==> src/rtl/protocol_stream.sv <==
// protocol_stream: oversampled serial command decoder feeding the LED frame buffer.
// Frame layout, MSB first: CMD (c_cmd_w) | LEN (c_len_w, bytes) | PAYLOAD (LEN*8 bits).
// Commands: 0 keyframe (type, duration, words from 0), 1 write-at (16b addr, words), 2 sync.
// Build option PROTOCOL_STREAM_CRC_EN: the last payload byte is a CRC-8 (poly 0x07, init 0)
// over command, length and preceding payload; it is checked at frame end, never decoded.

module protocol_stream #(
  parameter int unsigned c_ledboards    = 30,
  parameter int unsigned c_ch_per_board = 32,
  parameter int unsigned c_channels     = c_ledboards * c_ch_per_board,
  parameter int unsigned c_addr_w       = $clog2(c_channels),
  parameter int unsigned c_bpc          = 12,
  parameter int unsigned c_cmd_w        = 5,
  parameter int unsigned c_len_w        = 11,
  parameter int unsigned c_type_w       = 6,
  parameter int unsigned c_time_w       = 10,
  parameter int unsigned c_sync_stages  = 2
) (
  input  logic                i_clk,
  input  logic                i_rst_n,
  input  logic                i_dck,
  input  logic                i_cs,
  input  logic                i_mosi,
  output logic                o_wen,
  output logic [c_addr_w-1:0] o_addr,
  output logic [c_bpc-1:0]    o_data,
  output logic [c_type_w-1:0] o_type,
  output logic [c_time_w-1:0] o_time,
  output logic                o_sync,
  output logic                o_frame_ok,
  output logic                o_err,
  output logic                o_crc_err
);

  localparam int unsigned c_cnt_w  = c_len_w + 3;
  localparam int unsigned c_kf_hdr = c_type_w + c_time_w;
  localparam int unsigned c_wa_hdr = 16;
  localparam int unsigned c_fld_w  = (c_kf_hdr > c_wa_hdr) ? c_kf_hdr : c_wa_hdr;
  localparam int unsigned c_wa_w   = c_addr_w + 1;  // one spare bit to represent "past the end"
  localparam int unsigned c_wcnt_w = $clog2(c_bpc);

  localparam logic [c_cmd_w-1:0]  c_cmd_kf    = c_cmd_w'(0);
  localparam logic [c_cmd_w-1:0]  c_cmd_wa    = c_cmd_w'(1);
  localparam logic [c_cmd_w-1:0]  c_cmd_sync  = c_cmd_w'(2);
  localparam logic [c_cnt_w-1:0]  c_cnt_one   = c_cnt_w'(1);
  localparam logic [c_cnt_w-1:0]  c_cmd_last  = c_cnt_w'(c_cmd_w - 1);
  localparam logic [c_cnt_w-1:0]  c_len_last  = c_cnt_w'(c_len_w - 1);
  localparam logic [c_cnt_w-1:0]  c_kf_last   = c_cnt_w'(c_kf_hdr - 1);
  localparam logic [c_cnt_w-1:0]  c_wa_last   = c_cnt_w'(c_wa_hdr - 1);
  localparam logic [c_wcnt_w-1:0] c_word_last = c_wcnt_w'(c_bpc - 1);
  localparam logic [c_wa_w-1:0]   c_chan_lim  = c_wa_w'(c_channels);
  localparam logic [16:0]         c_start_lim = 17'(c_channels);

  typedef enum logic [2:0] {StIdle, StCmd, StLen, StPayload, StEnd} state_e;

  // Input synchronisers
  logic [c_sync_stages-1:0] dck_sync_q, cs_sync_q, mosi_sync_q;
  logic dck_prev_q, dck_s, cs_s, mosi_s, bit_acc;

  state_e              state_q, state_d;
  logic [c_cnt_w-1:0]  cnt_q, cnt_d;
  logic [c_cmd_w-1:0]  cmd_q, cmd_d, cmd_n;
  logic [c_len_w-1:0]  len_q, len_d, len_n;
  logic [c_fld_w-2:0]  fld_q, fld_d;
  logic [c_fld_w-1:0]  fld_n;
  logic [c_bpc-2:0]    word_q, word_d;
  logic [c_bpc-1:0]    word_n;
  logic [c_wcnt_w-1:0] wcnt_q, wcnt_d;
  logic [c_wa_w-1:0]   waddr_q, waddr_d;
  logic                fault_q, fault_d;     // sticky payload error
  logic                blk_q, blk_d;         // bad start address: no writes this frame
  logic                hdr_done_q, hdr_done_d;
  logic                wen_q, wen_d, sync_q, sync_d, ok_q, ok_d, errp_q, errp_d;
  logic [c_addr_w-1:0] addr_q, addr_d;
  logic [c_bpc-1:0]    data_q, data_d;
  logic [c_type_w-1:0] type_q, type_d;
  logic [c_time_w-1:0] time_q, time_d;
  logic [c_cnt_w-1:0]  len_bits, data_bits;
  logic                hdr_short, cmd_unknown, frame_bad;

`ifdef PROTOCOL_STREAM_CRC_EN
  logic [7:0] crc_q, crc_d, rx_crc_q, rx_crc_d;
  logic       crc_err_q, crc_err_d, crc_bad;

  function automatic logic [7:0] crc_step(input logic [7:0] c, input logic b);
    crc_step = {c[6:0], 1'b0} ^ ((c[7] ^ b) ? 8'h07 : 8'h00);
  endfunction
`endif

  assign dck_s   = dck_sync_q[c_sync_stages-1];
  assign cs_s    = cs_sync_q[c_sync_stages-1];
  assign mosi_s  = mosi_sync_q[c_sync_stages-1];
  assign bit_acc = dck_s & ~dck_prev_q & ~cs_s;

  assign cmd_n  = {cmd_q[c_cmd_w-2:0], mosi_s};
  assign len_n  = {len_q[c_len_w-2:0], mosi_s};
  assign fld_n  = {fld_q, mosi_s};
  assign word_n = {word_q, mosi_s};

  assign len_bits = {len_q, 3'b000};
`ifdef PROTOCOL_STREAM_CRC_EN
  assign data_bits = len_bits - c_cnt_w'(8);
  assign crc_bad   = (rx_crc_q != crc_q);
`else
  assign data_bits = len_bits;
`endif

  assign hdr_short   = ((cmd_q == c_cmd_kf) || (cmd_q == c_cmd_wa)) && !hdr_done_q;
  assign cmd_unknown = (cmd_q > c_cmd_sync);
`ifdef PROTOCOL_STREAM_CRC_EN
  assign frame_bad   = fault_q | hdr_short | cmd_unknown | (len_q == '0);
`else
  assign frame_bad   = fault_q | hdr_short | cmd_unknown;
`endif

  // Synchroniser chains and dck edge history
  always_ff @(posedge i_clk or negedge i_rst_n) begin
    if (!i_rst_n) begin
      dck_sync_q  <= '0;
      cs_sync_q   <= '0;
      mosi_sync_q <= '0;
      dck_prev_q  <= 1'b0;
    end else begin
      dck_sync_q  <= {dck_sync_q[c_sync_stages-2:0], i_dck};
      cs_sync_q   <= {cs_sync_q[c_sync_stages-2:0], i_cs};
      mosi_sync_q <= {mosi_sync_q[c_sync_stages-2:0], i_mosi};
      dck_prev_q  <= dck_s;
    end
  end

  // Next-state, field decode, word assembly and frame-end status
  always_comb begin
    state_d    = state_q;
    cnt_d      = cnt_q;
    cmd_d      = cmd_q;
    len_d      = len_q;
    fld_d      = fld_q;
    word_d     = word_q;
    wcnt_d     = wcnt_q;
    waddr_d    = waddr_q;
    fault_d    = fault_q;
    blk_d      = blk_q;
    hdr_done_d = hdr_done_q;
    wen_d      = 1'b0;
    addr_d     = addr_q;
    data_d     = data_q;
    type_d     = type_q;
    time_d     = time_q;
    sync_d     = 1'b0;
    ok_d       = 1'b0;
    errp_d     = 1'b0;
`ifdef PROTOCOL_STREAM_CRC_EN
    crc_d      = crc_q;
    rx_crc_d   = rx_crc_q;
    crc_err_d  = 1'b0;
`endif
    if (cs_s) begin
      // Deselect aborts silently; header outputs and o_addr hold.
      state_d    = StIdle;
      cnt_d      = '0;
      wcnt_d     = '0;
      fault_d    = 1'b0;
      blk_d      = 1'b0;
      hdr_done_d = 1'b0;
    end else begin
      unique case (state_q)
        StIdle: begin
          if (bit_acc) begin
            cmd_d      = cmd_n;
            cnt_d      = c_cnt_one;
            state_d    = StCmd;
            fault_d    = 1'b0;
            blk_d      = 1'b0;
            hdr_done_d = 1'b0;
            wcnt_d     = '0;
            waddr_d    = '0;
`ifdef PROTOCOL_STREAM_CRC_EN
            crc_d      = crc_step(8'h00, mosi_s);
`endif
          end
        end
        StCmd: begin
          if (bit_acc) begin
            cmd_d = cmd_n;
`ifdef PROTOCOL_STREAM_CRC_EN
            crc_d = crc_step(crc_q, mosi_s);
`endif
            if (cnt_q == c_cmd_last) begin
              cnt_d   = '0;
              state_d = StLen;
            end else begin
              cnt_d = cnt_q + c_cnt_one;
            end
          end
        end
        StLen: begin
          if (bit_acc) begin
            len_d = len_n;
`ifdef PROTOCOL_STREAM_CRC_EN
            crc_d = crc_step(crc_q, mosi_s);
`endif
            if (cnt_q == c_len_last) begin
              cnt_d   = '0;
              state_d = (len_n == '0) ? StEnd : StPayload;
            end else begin
              cnt_d = cnt_q + c_cnt_one;
            end
          end
        end
        StPayload: begin
          if (bit_acc) begin
            cnt_d = cnt_q + c_cnt_one;
            if (cnt_q < data_bits) begin
`ifdef PROTOCOL_STREAM_CRC_EN
              crc_d = crc_step(crc_q, mosi_s);
`endif
              if ((cmd_q == c_cmd_kf) || (cmd_q == c_cmd_wa)) begin
                if (!hdr_done_q) begin
                  fld_d = fld_n[c_fld_w-2:0];
                  if ((cmd_q == c_cmd_kf) && (cnt_q == c_kf_last)) begin
                    hdr_done_d = 1'b1;
                    type_d     = fld_n[c_kf_hdr-1 -: c_type_w];
                    time_d     = fld_n[c_time_w-1:0];
                    waddr_d    = '0;
                  end
                  if ((cmd_q == c_cmd_wa) && (cnt_q == c_wa_last)) begin
                    hdr_done_d = 1'b1;
                    if ({1'b0, fld_n[15:0]} >= c_start_lim) begin
                      blk_d   = 1'b1;
                      fault_d = 1'b1;
                    end else begin
                      waddr_d = {1'b0, fld_n[c_addr_w-1:0]};
                    end
                  end
                end else begin
                  word_d = word_n[c_bpc-2:0];
                  if (wcnt_q == c_word_last) begin
                    wcnt_d = '0;
                    if (!blk_q) begin
                      if (waddr_q < c_chan_lim) begin
                        wen_d   = 1'b1;
                        addr_d  = waddr_q[c_addr_w-1:0];
                        data_d  = word_n;
                        waddr_d = waddr_q + c_wa_w'(1);
                      end else begin
                        fault_d = 1'b1;  // address parks at the end, no wrap
                      end
                    end
                  end else begin
                    wcnt_d = wcnt_q + c_wcnt_w'(1);
                  end
                end
              end
            end else begin
`ifdef PROTOCOL_STREAM_CRC_EN
              rx_crc_d = {rx_crc_q[6:0], mosi_s};
`endif
            end
            if ((cnt_q + c_cnt_one) == len_bits) begin
              state_d = StEnd;
            end
          end
        end
        StEnd: begin
          state_d = StIdle;
          cnt_d   = '0;
          errp_d  = frame_bad;
`ifdef PROTOCOL_STREAM_CRC_EN
          crc_err_d = !frame_bad && crc_bad;
          ok_d      = !frame_bad && !crc_bad;
`else
          ok_d      = !frame_bad;
`endif
          sync_d = ok_d && (cmd_q == c_cmd_sync);
        end
        default: state_d = StIdle;
      endcase
    end
  end

  // Decoder state and registered outputs
  always_ff @(posedge i_clk or negedge i_rst_n) begin
    if (!i_rst_n) begin
      state_q    <= StIdle;
      cnt_q      <= '0;
      cmd_q      <= '0;
      len_q      <= '0;
      fld_q      <= '0;
      word_q     <= '0;
      wcnt_q     <= '0;
      waddr_q    <= '0;
      fault_q    <= 1'b0;
      blk_q      <= 1'b0;
      hdr_done_q <= 1'b0;
      wen_q      <= 1'b0;
      addr_q     <= '0;
      data_q     <= '0;
      type_q     <= '0;
      time_q     <= '0;
      sync_q     <= 1'b0;
      ok_q       <= 1'b0;
      errp_q     <= 1'b0;
`ifdef PROTOCOL_STREAM_CRC_EN
      crc_q      <= '0;
      rx_crc_q   <= '0;
      crc_err_q  <= 1'b0;
`endif
    end else begin
      state_q    <= state_d;
      cnt_q      <= cnt_d;
      cmd_q      <= cmd_d;
      len_q      <= len_d;
      fld_q      <= fld_d;
      word_q     <= word_d;
      wcnt_q     <= wcnt_d;
      waddr_q    <= waddr_d;
      fault_q    <= fault_d;
      blk_q      <= blk_d;
      hdr_done_q <= hdr_done_d;
      wen_q      <= wen_d;
      addr_q     <= addr_d;
      data_q     <= data_d;
      type_q     <= type_d;
      time_q     <= time_d;
      sync_q     <= sync_d;
      ok_q       <= ok_d;
      errp_q     <= errp_d;
`ifdef PROTOCOL_STREAM_CRC_EN
      crc_q      <= crc_d;
      rx_crc_q   <= rx_crc_d;
      crc_err_q  <= crc_err_d;
`endif
    end
  end

  assign o_wen      = wen_q;
  assign o_addr     = addr_q;
  assign o_data     = data_q;
  assign o_type     = type_q;
  assign o_time     = time_q;
  assign o_sync     = sync_q;
  assign o_frame_ok = ok_q;
  assign o_err      = errp_q;
`ifdef PROTOCOL_STREAM_CRC_EN
  assign o_crc_err  = crc_err_q;
`else
  assign o_crc_err  = 1'b0;
`endif

endmodule

==> config.mk <==
export PLATFORM = sky130hd
export DESIGN_NAME = protocol_stream
export DESIGN_NICKNAME = d
export VERILOG_FILES = /design/src/rtl/protocol_stream.sv
export SDC_FILE = /design/constraint.sdc
export NUM_CORES = 1
export LEC_CHECK = 0
export BUFFER_PORTS_ARGS = -buffer_cell sky130_fd_sc_hd__buf_2
export CORE_MARGIN = 2
export CORE_UTILIZATION = 55
export DETAILED_ROUTE_END_ITERATION = 8
export PLACE_DENSITY = 0.77
export SLEW_MARGIN = 20
export SYNTH_ARGS = -nofsm -noshare
export SYNTH_HDL_FRONTEND = slang
export SYNTH_SLANG_ARGS = --single-unit
==> constraint.sdc <==
create_clock -name i_clk -period 2.77 [get_ports i_clk]
set_input_delay 0.554 -clock i_clk [delete_from_list [all_inputs] [get_ports i_clk]]
set_output_delay 0.554 -clock i_clk [all_outputs]
set_load 0.05 [all_outputs]
==> metrics.md, run 1 <==
| Metric | Value |
|---|---|
| Finished Cell Area | `0.00764 mm²` |
| Post-synthesis cell count | `629` |
| Post-synth EDFFs | `0` |
| Synth Area per Inst | `10.3 µm²` |
| First DRT Iteration DRCs | `547` |
| Area leader, netlist | `dfrtp_1` |
| Final std cells w/o fill | `843` |
| Global-route wire length before repair | `26600 µm` |
| Final count of hold timing violations | `0` |
| Layout cells sized above 1 | `26.9%` |
| Async SR Flop Fraction | `100%` |
| Synth unique cells | `62` |
| Max Transition Viols Final | `0` |
| Worst path arrival time | `2.92 ns` |
| Ys Warns | `0` |
| Via count | `5349` |
| Clock share of power | `51.6%` |
| Die width | `113 µm` |
| Share of the synthesized area in the top cell type | `48.5%` |
| Hold_buf cts | `0` |
| Post-route DRC | `0` |
| Placer congestion estimate | `0.999` |
| Area contributors post-synth | `dfrtp_1, mux2_2, o21ai_0, ha_1, nand2_1` |
| Std-Cell Rows | `39` |
| Peak Freq | `382 MHz` |
| Final cell utilization of the core | `66.7%` |
| Die area | `0.0127 mm²` |
| Num Clock Sinks | `126` |
| Core box area | `0.0115 mm²` |
| Final setup vio count | `0` |
| Tmin final | `2.62 ns` |
| Switch Pwr | `1.17 mW` |
| Placed Area | `0.00703 mm²` |
| Diode count | `0` |
| Dpl hpwl | `10700 µm` |
| Seq pwr share | `44.1%` |
| Clock root buffer | `clkbuf_16` |
| ANT nets after route | `0` |
| Layout area overhead | `17.5%` |
| Post-synthesis sequential area ratio | `48.5%` |
| Outcome | `finished clean` |
| Internal | `3.16 mW` |
| Slowest CP cell | `dfrtp_1` |
| Hold crit path type | `primary input to async pin` |
| Net Sw Frac | `27.0%` |
| Final Net Count | `707` |
| WS Path Type | `flip-flop to flip-flop` |
| Placed insts | `811` |
| Cell area after synthesis | `0.00650 mm²` |
| PortBufs | `46` |
| CP Capture Type | `flip-flop` |
| Worst vdd rail ir drop | `0.000523 V` |
| DR WL/cell | `18.7 µm` |
| H-tree levels | `4` |
| Gr usage total | `26.2%` |
| Gate power share | `4.3%` |
| RSZ-0062 raised after global routing | `false` |
| GR Overflow Total | `0` |
| Critical Path RT | `3.07 ns` |
| Max-cap violations | `0` |
| CTS max path bufs | `2` |
| Top_reg_cell synth | `dfrtp_1` |
| Syn_nets | `649` |
| Clock-pin slew on the worst setup and hold paths | `0.06 ns` |
| Top Ports | `48` |
| Final setup skew | `0.00980 ns` |
| Fin crit share | `94.4%` |
| CP max stage delay | `0.42 ns` |
| Num CTS Buffers | `17` |
| CP Cell Sequence | `inv_1, ha_1, a21oi_1, o21ai_0, nor3_2, o21ai_1, nor4_4, buf_12, mux2_1` |
| Synth Register Bits | `126` |
| DR vias/cell | `6.35` |
| Sum Neg Setup Slack | `0 ns` |
| Least-Margin Pin Slew | `0.692 ns` |
| P_leak | `3.51 nW` |
| Worst setup SP type | `flip-flop` |
| 1st-pass router iterations | `7` |
| Clock Latency Late Sink | `0.43 ns` |
| Chip Height | `113 µm` |
| Post-CTS setup buffers | `0` |
| CTS tree | `yes` |
| WL final | `15800 µm` |
| Slew margin rel. | `53.4%` |
| Antenna violations before repair | `0` |
| Initial core utilization | `56.7%` |
| Crit Path Max Fanout | `16` |
| Power density cells | `567 mW/mm²` |
| Largest net degree at the start of global routing | `67` |
| Vias in the first global route | `5210` |
## worst max-delay path: cells and delay by family (launching register included)
kind	cells	cell delay (ns)
and+or+nand+nor	2	0.60
AOI/OAI and AO/OA	3	0.57
DFF	1	0.42
muxes	1	0.34
adders and majority gates	1	0.29
buffers and inverters	2	0.28
## state kept, by name, summed over array words and instances (netlist names), 2 cells and up
name and count:
o_data 12, cs_sync_q 2, wcnt_q 4, mosi_sync_q 2
cnt_q 14, dck_sync_q 2, word_q 11, state_q 3
o_addr 10, o_type 6, len_q 11, waddr_q 11
cmd_q 5, o_time 10, fld_q 15
## cell type report
cell class,instances,area (µm²)
multi-input combinational,434,3070
fill,816,3820
clock inverter,15,184
timing repair buffer,78,523
clock buffer,17,425
tap,143,179
sequential,126,3150
inverter,30,113
## placed cells by master, fill, tap and decap left out, drive strengths merged, types with 3 or more instances in the layout
cell	count
a211oi	5
clkinv	6
a21o	4
nand3b	4
buf	78
nor3	20
and3	9
nand2	39
clkbuf	17
a22o	3
dfrtp	126
xnor2	9
or2	5
or4	3
o211ai	15
o21ai	63
nand3	27
o221a	3
nor2	23
o31ai	5
nand4	7
nand2b	3
o22ai	5
nor2b	5
a31oi	14
xor2	3
nor4	14
mux2	73
inv	39
o21a	3
a21oi	18
o221ai	3
or3	9
ha	15
## metrics by stage
step | setup WS (ns) | power, mW | hold WS (ns)
final | 0.154 | 4.33 | 0.0780
after global routing | 0.00184 | 4.48 | 0.111
after CTS | 0.167 | 4.35 | 0.0928
after detailed placement | 0.208 | 2.13 | 0.339
after global placement | 0.232 | 2.12 | 0.335
after floorplan | 0.0954 | 2.04 | 0.258
## power groups by stage
stage,Clock (mW),Combinational (mW),Sequential [mW]
4_1_cts,2.26,0.185,1.91
3_5_place_dp,0,0.182,1.94
5_1_grt,2.35,0.207,1.92
6_report,2.23,0.186,1.91
3_3_place_gp,0,0.177,1.94
2_1_floorplan,0,0.107,1.93
## Yosys cell counts, drive strengths merged, types with 4 or more instances
library cell    n
nor2           23
a21oi          18
nor2b           5
nand2          39
nand4           7
mux2           73
inv            30
ha             15
dfrtp         126
o211ai         15
clkbuf         25
nand3b          4
nand3          27
and3            9
nor4           14
a211oi          5
a21o            4
xnor2           9
buf            14
or2             5
o21ai          63
nor3           20
or3             9
o31ai           5
a31oi          14
o22ai           5
## cell families (layout without fill, tap and decap cells)
group	after synthesis	in the layout	synth area share, %
simple gates	176	176	14.6
xor+xnor	12	12	1.62
fa+ha+maj	15	15	2.89
compound gates	157	157	15.3
buf+inv	69	140	4.42
mux	73	73	12.6
flops	126	126	48.5
other cells	1	1	0.0576
## repair_timing
action | 4_1_cts | 5_1_grt
gates resized for setup | 0 | 1
endpoints found under the hold margin | 0 | 0
endpoints found under the setup margin | 0 | 1
## per-layer routing
layer | up-vias | routed length (µm) | GRT usage (%)
li1 | 2446 | - | -
met4 | 0 | 451 | 10.4
met1 | 2581 | 7020 | 37.1
met5 | - | 0 | 0
met2 | 273 | 7120 | 39.4
met3 | 49 | 1190 | 6.27
## final timing paths
kind | cells after the start | startpoint | to | slack [ns]
setup / recovery | 9 | len_q[8] | o_time[4] | 0.15
hold / removal | 1 | i_rst_n | cnt_q[12] | 0.08
setup reg to reg | 9 | len_q[8] | o_time[4] | 0.15
hold reg to reg | 0 | mosi_sync_q[0] | mosi_sync_q[1] | 0.35
max in group asynchronous | 2 | i_rst_n | o_addr[7] | 1.97
min in group i_clk | 1 | i_cs | cs_sync_q[0] | 0.23
No activity file was read; power rests on OpenSTA's default activity.
==> run 2, diff against run 1 <==
CAP_MARGIN = 20   (was default)
CORE_ASPECT_RATIO = 0.5   (was default)
==> metrics.md, run 2 (same netlist as run 1, synthesis figures left out) <==
| Metric | Value |
|---|---|
| P_leak | `3.52 nW` |
| Max reg flops | `15` |
| Chip Height | `80.9 µm` |
| Fin crit share | `93.9%` |
| Placer congestion estimate | `1.01` |
| Max Transition Viols Final | `0` |
| Std-Cell Rows | `28` |
| Num Clock Sinks | `126` |
| Post-CTS sizing | `0` |
| Most frequent cells in the layout | `dfrtp_1, mux2_2, o21ai_0, buf_2, nand2_1` |
| WS Path Type | `flip-flop to flip-flop` |
| Vias in the first global route | `4939` |
| WL final | `14500 µm` |
| 1st-pass router iterations | `5` |
| First DRT Iteration DRCs | `538` |
| CTS tree | `yes` |
| Worst setup SP type | `flip-flop` |
| Net Sw Frac | `26.3%` |
| Clock share of power | `50.7%` |
| H-tree levels | `4` |
| Final count of hold timing violations | `0` |
| GR Overflow Total | `0` |
| ANT nets after route | `0` |
| CP max stage delay | `0.56 ns` |
| Dpl hpwl | `10200 µm` |
| Global-route wire length before repair | `24200 µm` |
| CP startpoint | `len_q[6]` |
| Worst vdd rail ir drop | `0.000329 V` |
| Crit Path Max Fanout | `16` |
| Layout cells sized above 1 | `27.3%` |
| Worst path arrival time | `2.90 ns` |
| CP Cell Sequence | `inv_1, ha_1, o21ai_0, o21ai_1, nor4_4, buf_12, mux2_2` |
| DR vias/cell | `5.98` |
| Switch Pwr | `1.12 mW` |
| Largest net degree at the start of global routing | `49` |
| Max-cap violations | `0` |
| Post-route DRC | `0` |
| Largest Register | `fld_q` |
| Die width | `158 µm` |
| Total power | `4.25 mW` |
| Hold_buf cts | `0` |
| Global routing usage on met2 | `39.6%` |
| CP Capture Type | `flip-flop` |
| Seq pwr share | `45.3%` |
| Layout area overhead | `17.7%` |
| Critical Path RT | `3.07 ns` |
| RSZ-0062 raised after global routing | `false` |
| Slowest CP cell | `o21ai_0` |
| Hold crit path type | `primary input to async pin` |
| PortBufs | `46` |
| Final setup skew | `0.0108 ns` |
| Gate power share | `3.9%` |
| Commonest non-fill, non-tap cell in the layout | `dfrtp_1` |
| Outcome | `finished clean` |
| Die area | `0.0128 mm²` |
| Gr usage total | `24.2%` |
| Final setup vio count | `0` |
| Sum Neg Setup Slack | `0 ns` |
| Initial core utilization | `55.8%` |
| Power density cells | `555 mW/mm²` |
| DR WL/cell | `16.7 µm` |
| FF-to-FF path depth | `7` |
| CTS max path bufs | `2` |
| Busiest layer in global routing | `met2` |
| Met3 Track Usage GR | `4.91%` |
| Peak Freq | `385 MHz` |
| R2R Path Start | `len_q[6]` |
| Final Net Count | `711` |
| Num CTS Buffers | `17` |
| Via count | `5197` |
| Tmin final | `2.60 ns` |
| Top Ports | `48` |
| Met1 usage | `33.1%` |
| Core box area | `0.0117 mm²` |
| Clock-pin slew on the worst setup and hold paths | `0.06 ns` |
| Least-Margin Pin Slew | `0.755 ns` |
| Clock Latency Late Sink | `0.42 ns` |
| Internal | `3.13 mW` |
| Slew margin rel. | `49.5%` |
| Clock root buffer | `clkbuf_16` |
| Diode count | `0` |
| Post-CTS setup buffers | `0` |
| Antenna violations before repair | `0` |
-- run 2: cell types whose count changed in the layout (fill, tap and decap cells not counted) --
| cell | previous run | this run |
|---|---|---|
| clkinv_8 | 5 | 0 |
| buf_4 | 29 | 33 |
| inv_6 | 3 | 6 |
| a2111oi_0 | 1 | 2 |
| a2111oi_1 | 1 | 0 |
| clkinv_2 | 0 | 1 |
| clkinvlp_4 | 0 | 1 |
-- run 2: metrics by stage --
step                      instances  utilization (%)  hold slack [ns]  setup WS (ns)  instance area [µm²]
after floorplan                 629                -            0.258         0.0954                 6500
after global placement          837             60.8            0.333          0.179                 7090
after detailed placement        837             60.8            0.336          0.184                 7090
after CTS                       869             65.6            0.103          0.174                 7660
after global routing            869             65.6            0.129         0.0174                 7660
final                           869             65.6           0.0902          0.170                 7660
-- run 2: power by group through the flow --
stage,Combinational (mW),Sequential [mW],Clock [mW]
floorplan,0.107,1.93,0
global placement,0.163,1.95,0
detailed placement,0.165,1.96,0
CTS,0.170,1.92,2.18
global route,0.184,1.93,2.27
finish,0.167,1.93,2.16
-- run 2: critical path: cells and delay by family (launching register included) --
family / cells / cell delay, ns
AO/OA/AOI/OAI: 2 / 0.85
flip-flops: 1 / 0.39
multiplexers: 1 / 0.34
buffers and inverters: 2 / 0.33
AND/OR/NAND/NOR: 1 / 0.32
adder cells (fa/ha/maj): 1 / 0.25
-- run 2: metal layers --
metal,up-vias,wire length [µm]
li1,2456,-
met3,27,799
met5,-,0
met2,176,6800
met1,2538,6710
met4,0,189
-- run 2: cell type report --
class / instances / area, µm²
clock buffers: 17 / 425
clock inverters: 15 / 141
fillers: 908 / 4010
inverters: 30 / 113
multi-input cells: 434 / 3070
flip-flops and latches: 126 / 3150
well taps: 165 / 206
repair buffers: 82 / 553
-- run 2: worst paths after layout --
kind / slack [ns] / endpoint
worst min register to register: 0.35 / mosi_sync_q[1]
max in group asynchronous: 1.94 / o_addr[7]
worst min-delay path: 0.09 / len_q[6]
worst max-delay path: 0.17 / o_time[0]
min in group i_clk: 0.24 / mosi_sync_q[0]
worst max register to register: 0.17 / o_time[0]
